<file path="src/rtl/pipelined_cla_subtractor_pkg.sv">
// pipelined_cla_subtractor_pkg: shared widths, stage count and configuration check
package pipelined_cla_subtractor_pkg;
    localparam int N_DEF   = 32;
    localparam int SEG_DEF = 8;
    localparam int STAGES  = N_DEF / SEG_DEF;
    function automatic bit cfg_ok(input int n, input int seg);
        return seg >= 1 && n % seg == 0;
    endfunction
endpackage

</file>
<file path="src/rtl/pipelined_cla_subtractor_cla_segment.sv">
// cla_segment: combinational SEG-bit carry-lookahead adder slice
//   x, y : addend bits      cin  : carry into bit 0
//   s    : sum bits         cout : carry out of the top bit
module cla_segment
    import pipelined_cla_subtractor_pkg::*;
#(
    parameter int SEG = SEG_DEF
) (
    input  logic [SEG-1:0] x,
    input  logic [SEG-1:0] y,
    input  logic           cin,
    output logic [SEG-1:0] s,
    output logic           cout
);
    logic [SEG-1:0] g, p;
    logic [SEG:0]   c;
    logic           t, pp;
    assign g = x & y;
    assign p = x | y;
    // Each carry is a flat sum of products over the generates below it and cin,
    // so no carry waits on another carry.
    always_comb begin
        c = '0;
        t = 1'b0;
        pp = 1'b0;
        c[0] = cin;
        for (int i = 0; i < SEG; i++) begin
            t = g[i];
            pp = p[i];
            for (int j = i - 1; j >= 0; j--) begin
                t = t | (pp & g[j]);
                pp = pp & p[j];
            end
            c[i+1] = t | (pp & cin);
        end
    end
    assign s    = x ^ y ^ c[SEG-1:0];
    assign cout = c[SEG];
endmodule

</file>
<file path="src/rtl/pipelined_cla_subtractor.sv">
// pipelined_cla_subtractor: streaming A - B - bin, one SEG-bit segment per stage
//   clk, rst            : clock, async active-high reset
//   in_valid/in_ready   : operand handshake (a, b, bin)
//   out_valid/out_ready : result handshake (diff, borrow, overflow, zero)
module pipelined_cla_subtractor
    import pipelined_cla_subtractor_pkg::*;
#(
    parameter int N   = N_DEF,
    parameter int SEG = SEG_DEF
) (
    input  logic         clk,
    input  logic         rst,
    input  logic         in_valid,
    output logic         in_ready,
    input  logic [N-1:0] a,
    input  logic [N-1:0] b,
    input  logic         bin,
    output logic         out_valid,
    input  logic         out_ready,
    output logic [N-1:0] diff,
    output logic         borrow,
    output logic         overflow,
    output logic         zero
);
    localparam int S = N / SEG;
    if (!cfg_ok(N, SEG)) begin : g_cfg
        $error("pipelined_cla_subtractor: N must be a positive multiple of SEG");
    end
    logic [S-1:0] v, c, sa, sb;
    logic [S:0]   en;
    // w and nb rotate right by SEG each stage: the next segment's operand bits sit
    // at [SEG-1:0] while resolved diff bits enter from the top, so after S stages
    // w holds the difference in natural order.
    logic [N-1:0] w  [S];
    logic [N-1:0] nb [S];
    always_comb begin
        en = '0;
        en[S] = out_ready;
        for (int k = S - 1; k >= 0; k--) en[k] = ~v[k] | en[k+1];
    end
    assign in_ready = en[0];
    for (genvar k = 0; k < S; k++) begin : g_st
        logic [N-1:0]   wi, nbi;
        logic           ci, vi, sai, sbi, co;
        logic [SEG-1:0] s;
        if (k == 0) begin : g_src
            assign wi  = a;
            assign nbi = ~b;
            assign ci  = ~bin;
            assign vi  = in_valid;
            assign sai = a[N-1];
            assign sbi = b[N-1];
        end else begin : g_src
            assign wi  = w[k-1];
            assign nbi = nb[k-1];
            assign ci  = c[k-1];
            assign vi  = v[k-1];
            assign sai = sa[k-1];
            assign sbi = sb[k-1];
        end
        cla_segment #(.SEG(SEG)) u_seg (
            .x(wi[SEG-1:0]),
            .y(nbi[SEG-1:0]),
            .cin(ci),
            .s(s),
            .cout(co)
        );
        always_ff @(posedge clk or posedge rst) begin
            if (rst) begin
                v[k]  <= 1'b0;
                w[k]  <= '0;
                nb[k] <= '0;
                c[k]  <= 1'b0;
                sa[k] <= 1'b0;
                sb[k] <= 1'b0;
            end else if (en[k]) begin
                v[k]  <= vi;
                w[k]  <= N'({s, wi} >> SEG);
                nb[k] <= N'({nbi, nbi} >> SEG);
                c[k]  <= co;
                sa[k] <= sai;
                sb[k] <= sbi;
            end
        end
    end
    // Flags are qualified by the last valid bit so an empty pipeline reads all-zero.
    assign out_valid = v[S-1];
    assign diff      = w[S-1];
    assign borrow    = v[S-1] & ~c[S-1];
    assign overflow  = v[S-1] & (sa[S-1] ^ sb[S-1]) & (diff[N-1] ^ sa[S-1]);
    assign zero      = v[S-1] & ~|diff;
endmodule
</file>
<file path="config.mk">
export PLATFORM = sky130hd
export DESIGN_NAME = pipelined_cla_subtractor
export DESIGN_NICKNAME = d
export VERILOG_FILES = /design/src/rtl/pipelined_cla_subtractor_pkg.sv /design/src/rtl/pipelined_cla_subtractor_cla_segment.sv /design/src/rtl/pipelined_cla_subtractor.sv
export SDC_FILE = /design/constraint.sdc
export NUM_CORES = 1
export LEC_CHECK = 0
export CAP_MARGIN = 20
export CORE_MARGIN = 3
export CORE_UTILIZATION = 51
export DETAILED_ROUTE_END_ITERATION = 8
export PLACE_DENSITY = 0.88
export SYNTH_ARGS = -nofsm -noshare
export SYNTH_HDL_FRONTEND = slang
export SYNTH_HIERARCHICAL = 1
export SYNTH_SLANG_ARGS = --single-unit
</file>
<file path="constraint.sdc">
create_clock -name clk -period 7.1 [get_ports clk]
set_input_delay 2.13 -clock clk [delete_from_list [all_inputs] [get_ports clk]]
set_output_delay 2.13 -clock clk [all_outputs]
set_load 0.02 [all_outputs]
</file>
==> summary.md <==
| Metric | Value |
|---|---|
| Startpoint Class | `primary input` |
| Fraction of the yosys area taken by sequential cells | `49.0%` |
| Final number of setup-violating endpoints | `0` |
| Number of cells after detailed placement | `1082` |
| PD cells | `333 mW/mm^2` |
| Setup TNS | `0 ns` |
| Worst setup path category | `primary input to output pin` |
| Total of cells resized after clock tree synthesis | `0` |
| Vias in the first global route | `6193` |
| Clock tree root buffer cell | `sky130_fd_sc_hd__clkbuf_16` |
| Req. time, crit path | `4.97 ns` |
| Util after Layout | `62.8%` |
| Total power draw | `0.00382 W` |
| Grt total ovfl | `0` |
| DPL Wire Length | `12.8 mm` |
| Largest net degree at the start of global routing | `190` |
| Synth warnings | `6` |
| Detailed-route wire length per cell | `17.1 um` |
| Number of vias per cell after detailed routing | `5.49` |
| Flip-flop and latch count after synthesis | `189` |
| Max-cap check violation count | `0` |
| Buffering stage count on the worst path with inverters included | `2` |
| Effective utilization at floorplan | `52.8%` |
| Clock tree from TritonCTS | `yes` |
| Hold-fix buffers, CTS | `0` |
| Die ar. | `0.0206 mm^2` |
| Worst r2r dst | `g_st[1].wi[0]` |
| Final weighted congestion in routability-driven placement | `0.860` |
| Static leakage power | `5.22 nW` |
| Number of standard cells after synthesis | `769` |
| Hold violation total from the final report | `0` |
| Portion of synthesized cell area occupied by the leading cell type | `49.0%` |
| Tightest Hold Check Type | `flip-flop to flip-flop` |
| Worst reg2reg startpoint | `g_st[1].vi` |
| Buffers added on ports | `105` |
| Normalized max-slew margin | `28.6%` |
| Postcts setup bufs | `0` |
| Post-route antenna net violation count | `0` |
| Count of H-tree levels built during CTS | `4` |
| Worst hold path depth | `1` |
| Post-route non-filler standard cell count | `1111` |
| Number of clock buffers inserted by TritonCTS | `17` |
| Die Ht | `144 um` |
| Final wirelength | `19.0 mm` |
| Pre-antenna DRT Iters | `4` |
| Kind of end point of the critical path | `output pin` |
| Remaining routing DRC violations | `0` |
| R2r worst-path depth | `4` |
| Final period utilization | `81.2%` |
| CP top delay family | `buffers and inverters` |
| Result of the run | `finished clean` |
| Skew-Pair Late Insertion Delay | `0.42 ns` |
| Unrepaired setup endpoints after global routing | `no` |
| Std-Cell Rows | `49` |
| Largest vdd supply drop | `167 uV` |
| Clk buf depth | `2` |
| Critical path data arrival time | `3.63 ns` |
| Cell-by-cell listing of the critical path | `clkdlybuf4s50_1 > nand4b_1 > or2_4 > clkdlybuf4s50_1` |
| Number of flops mapped to enable cells by yosys | `0` |
| Wire length of the first global-routing pass | `31.1 mm` |
| Hold wc startpoint | `g_st[2].vi` |
| Crit-path slowest cell | `sky130_fd_sc_hd__clkdlybuf4s50_1` |
| Top-level port count | `106` |
| Final net count | `1017` |
| Antenna violations before repair | `0` |
| Transition time at the pin with the least slew margin | `1.07 ns` |
| Area delta synth->final | `18.8%` |
| Synth cell types | `49` |
| Sink Count | `189` |
| Delay of the slowest critical-path stage | `0.55 ns` |
| Cell area after technology mapping | `0.00965 mm^2` |
| CORE AREA | `0.0183 mm^2` |
| Highest achievable clock rate | `0.174 GHz` |
| Setup clock skew after layout | `0.00754 ns` |
| Ratio of cells with drive above 1 in the final layout | `23.0%` |
| Fin area | `0.0115 mm^2` |
| Mean instance size in the synthesized netlist | `12.6 um^2` |
| Standard cell area after detailed placement | `0.0109 mm^2` |
| Detailed-route via count | `6094` |
| Total inserted antenna cells | `0` |
| Slew Viols, Final | `0` |
| Fraction of registers with async set or reset after synthesis | `100%` |
| Detailed Route Iter0 Violations | `338` |
| Highest-count cells in the layout ignoring fill and taps | `189 x sky130_fd_sc_hd__dfrtp_1, 129 x sky130_fd_sc_hd__mux2_2, 105 x sky130_fd_sc_hd__clkdlybuf4s50_1, 96 x sky130_fd_sc_hd__inv_1, 72 x sky130_fd_sc_hd__ha_1` |
| Leading register cell type out of synthesis | `sky130_fd_sc_hd__dfrtp_1` |
| Worst hold endpoint | `g_st[3].vi` |
| Dominant cells by area after synthesis | `sky130_fd_sc_hd__dfrtp_1 49%, sky130_fd_sc_hd__mux2_2 15%, sky130_fd_sc_hd__ha_1 9.3%, sky130_fd_sc_hd__mux2_4 4.7%, sky130_fd_sc_hd__inv_1 3.8%` |
| Clock edge transition at the registers on the reported setup and hold paths | `0.06 ns` |
| Post-synth top area cell | `sky130_fd_sc_hd__dfrtp_1` |
| Final period demand of the worst path | `5.76 ns` |
| Global router's overall resource usage | `19.2%` |
| Minimum setup slack among reg-to-reg paths | `4.47 ns` |
| Die X | `144 um` |
| Net count after synthesis | `914` |
| Crit-path most repeated cell | `sky130_fd_sc_hd__clkdlybuf4s50_1` |
| Most common cell after layout, fill and taps aside | `sky130_fd_sc_hd__dfrtp_1` |
| CP Max Fanout | `3` |
## per-layer routing
metal	global-route usage (%)	up-vias	part of all wire (%)	wire length (um)
li1	-	2880	-	-
met1	23.9	3081	43	8160
met2	33.7	118	52	9840
met3	4.76	15	4.5	852
met4	4.56	0	1.0	192
met5	0	-	0	0
## cells in the mapped netlist, types with 7 or more instances
cell	count
sky130_fd_sc_hd__nor2b_1	7
sky130_fd_sc_hd__nor3b_1	12
sky130_fd_sc_hd__ha_1	72
sky130_fd_sc_hd__nor4_1	20
sky130_fd_sc_hd__nor2_1	11
sky130_fd_sc_hd__inv_1	97
sky130_fd_sc_hd__a21oi_1	24
sky130_fd_sc_hd__dfrtp_1	189
sky130_fd_sc_hd__xor2_1	16
sky130_fd_sc_hd__mux2_2	129
sky130_fd_sc_hd__xnor2_1	8
sky130_fd_sc_hd__nor3_1	31
sky130_fd_sc_hd__buf_2	13
sky130_fd_sc_hd__mux2_4	30
## cell families (layout without fill, tap and decap cells)
family	after synthesis	after routing	share of synthesized area [%]
compound gates	71	71	5.35
fa+ha+maj	76	76	10.2
xor+xnor	24	24	2.18
buf+inv	123	236	5.30
flops	189	189	49.0
mux	161	161	20.0
simple gates	125	125	8.05
## worst max-delay path by stage
stage                   start       end  slack [ns]  cells past startpoint
detailed placement  out_ready  in_ready        1.33                      4
floorplan           out_ready  in_ready        1.96                      5
finish              out_ready  in_ready        1.34                      4
CTS                 out_ready  in_ready        1.32                      4
global placement    out_ready  in_ready        1.32                      4
global route        out_ready  in_ready        1.28                      4
## area by class of cell
| class | count | area [um^2] |
|---|---|---|
| clock inverter | 6 | 86.3 |
| timing repair buffer | 109 | 1090 |
| inverter | 98 | 372 |
| multi-input combinational | 457 | 4420 |
| sequential | 189 | 4730 |
| clock buffer | 23 | 488 |
| tap | 229 | 287 |
| fill | 1439 | 6800 |
## report_power, final
part           total (W)  leakage (nW)  internal, W  switching (W)
Clock           0.000935         0.281     0.000550       0.000385
Combinational    0.00128          2.75     0.000686       0.000595
Sequential       0.00161          2.19      0.00139       0.000221
## registers in the layout, summed over array words and instances (netlist names)
| register | flops |
|---|---|
| c | 1 |
| diff | 32 |
| g_st.ci | 3 |
| g_st.nbi | 48 |
| g_st.sbi | 3 |
| g_st.vi | 3 |
| g_st.wi | 96 |
| out_valid | 1 |
| sa | 1 |
| sb | 1 |
## per-stage QoR
| stage | worst slack [ns] | hold slack (ns) |
|---|---|---|
| finish | 1.34 | 0.476 |
| global route | 1.28 | 0.509 |
| CTS | 1.32 | 0.481 |
| detailed placement | 1.33 | 0.464 |
| global placement | 1.32 | 0.443 |
| floorplan | 1.96 | 0.435 |
(Power assumes the default switching activity.)
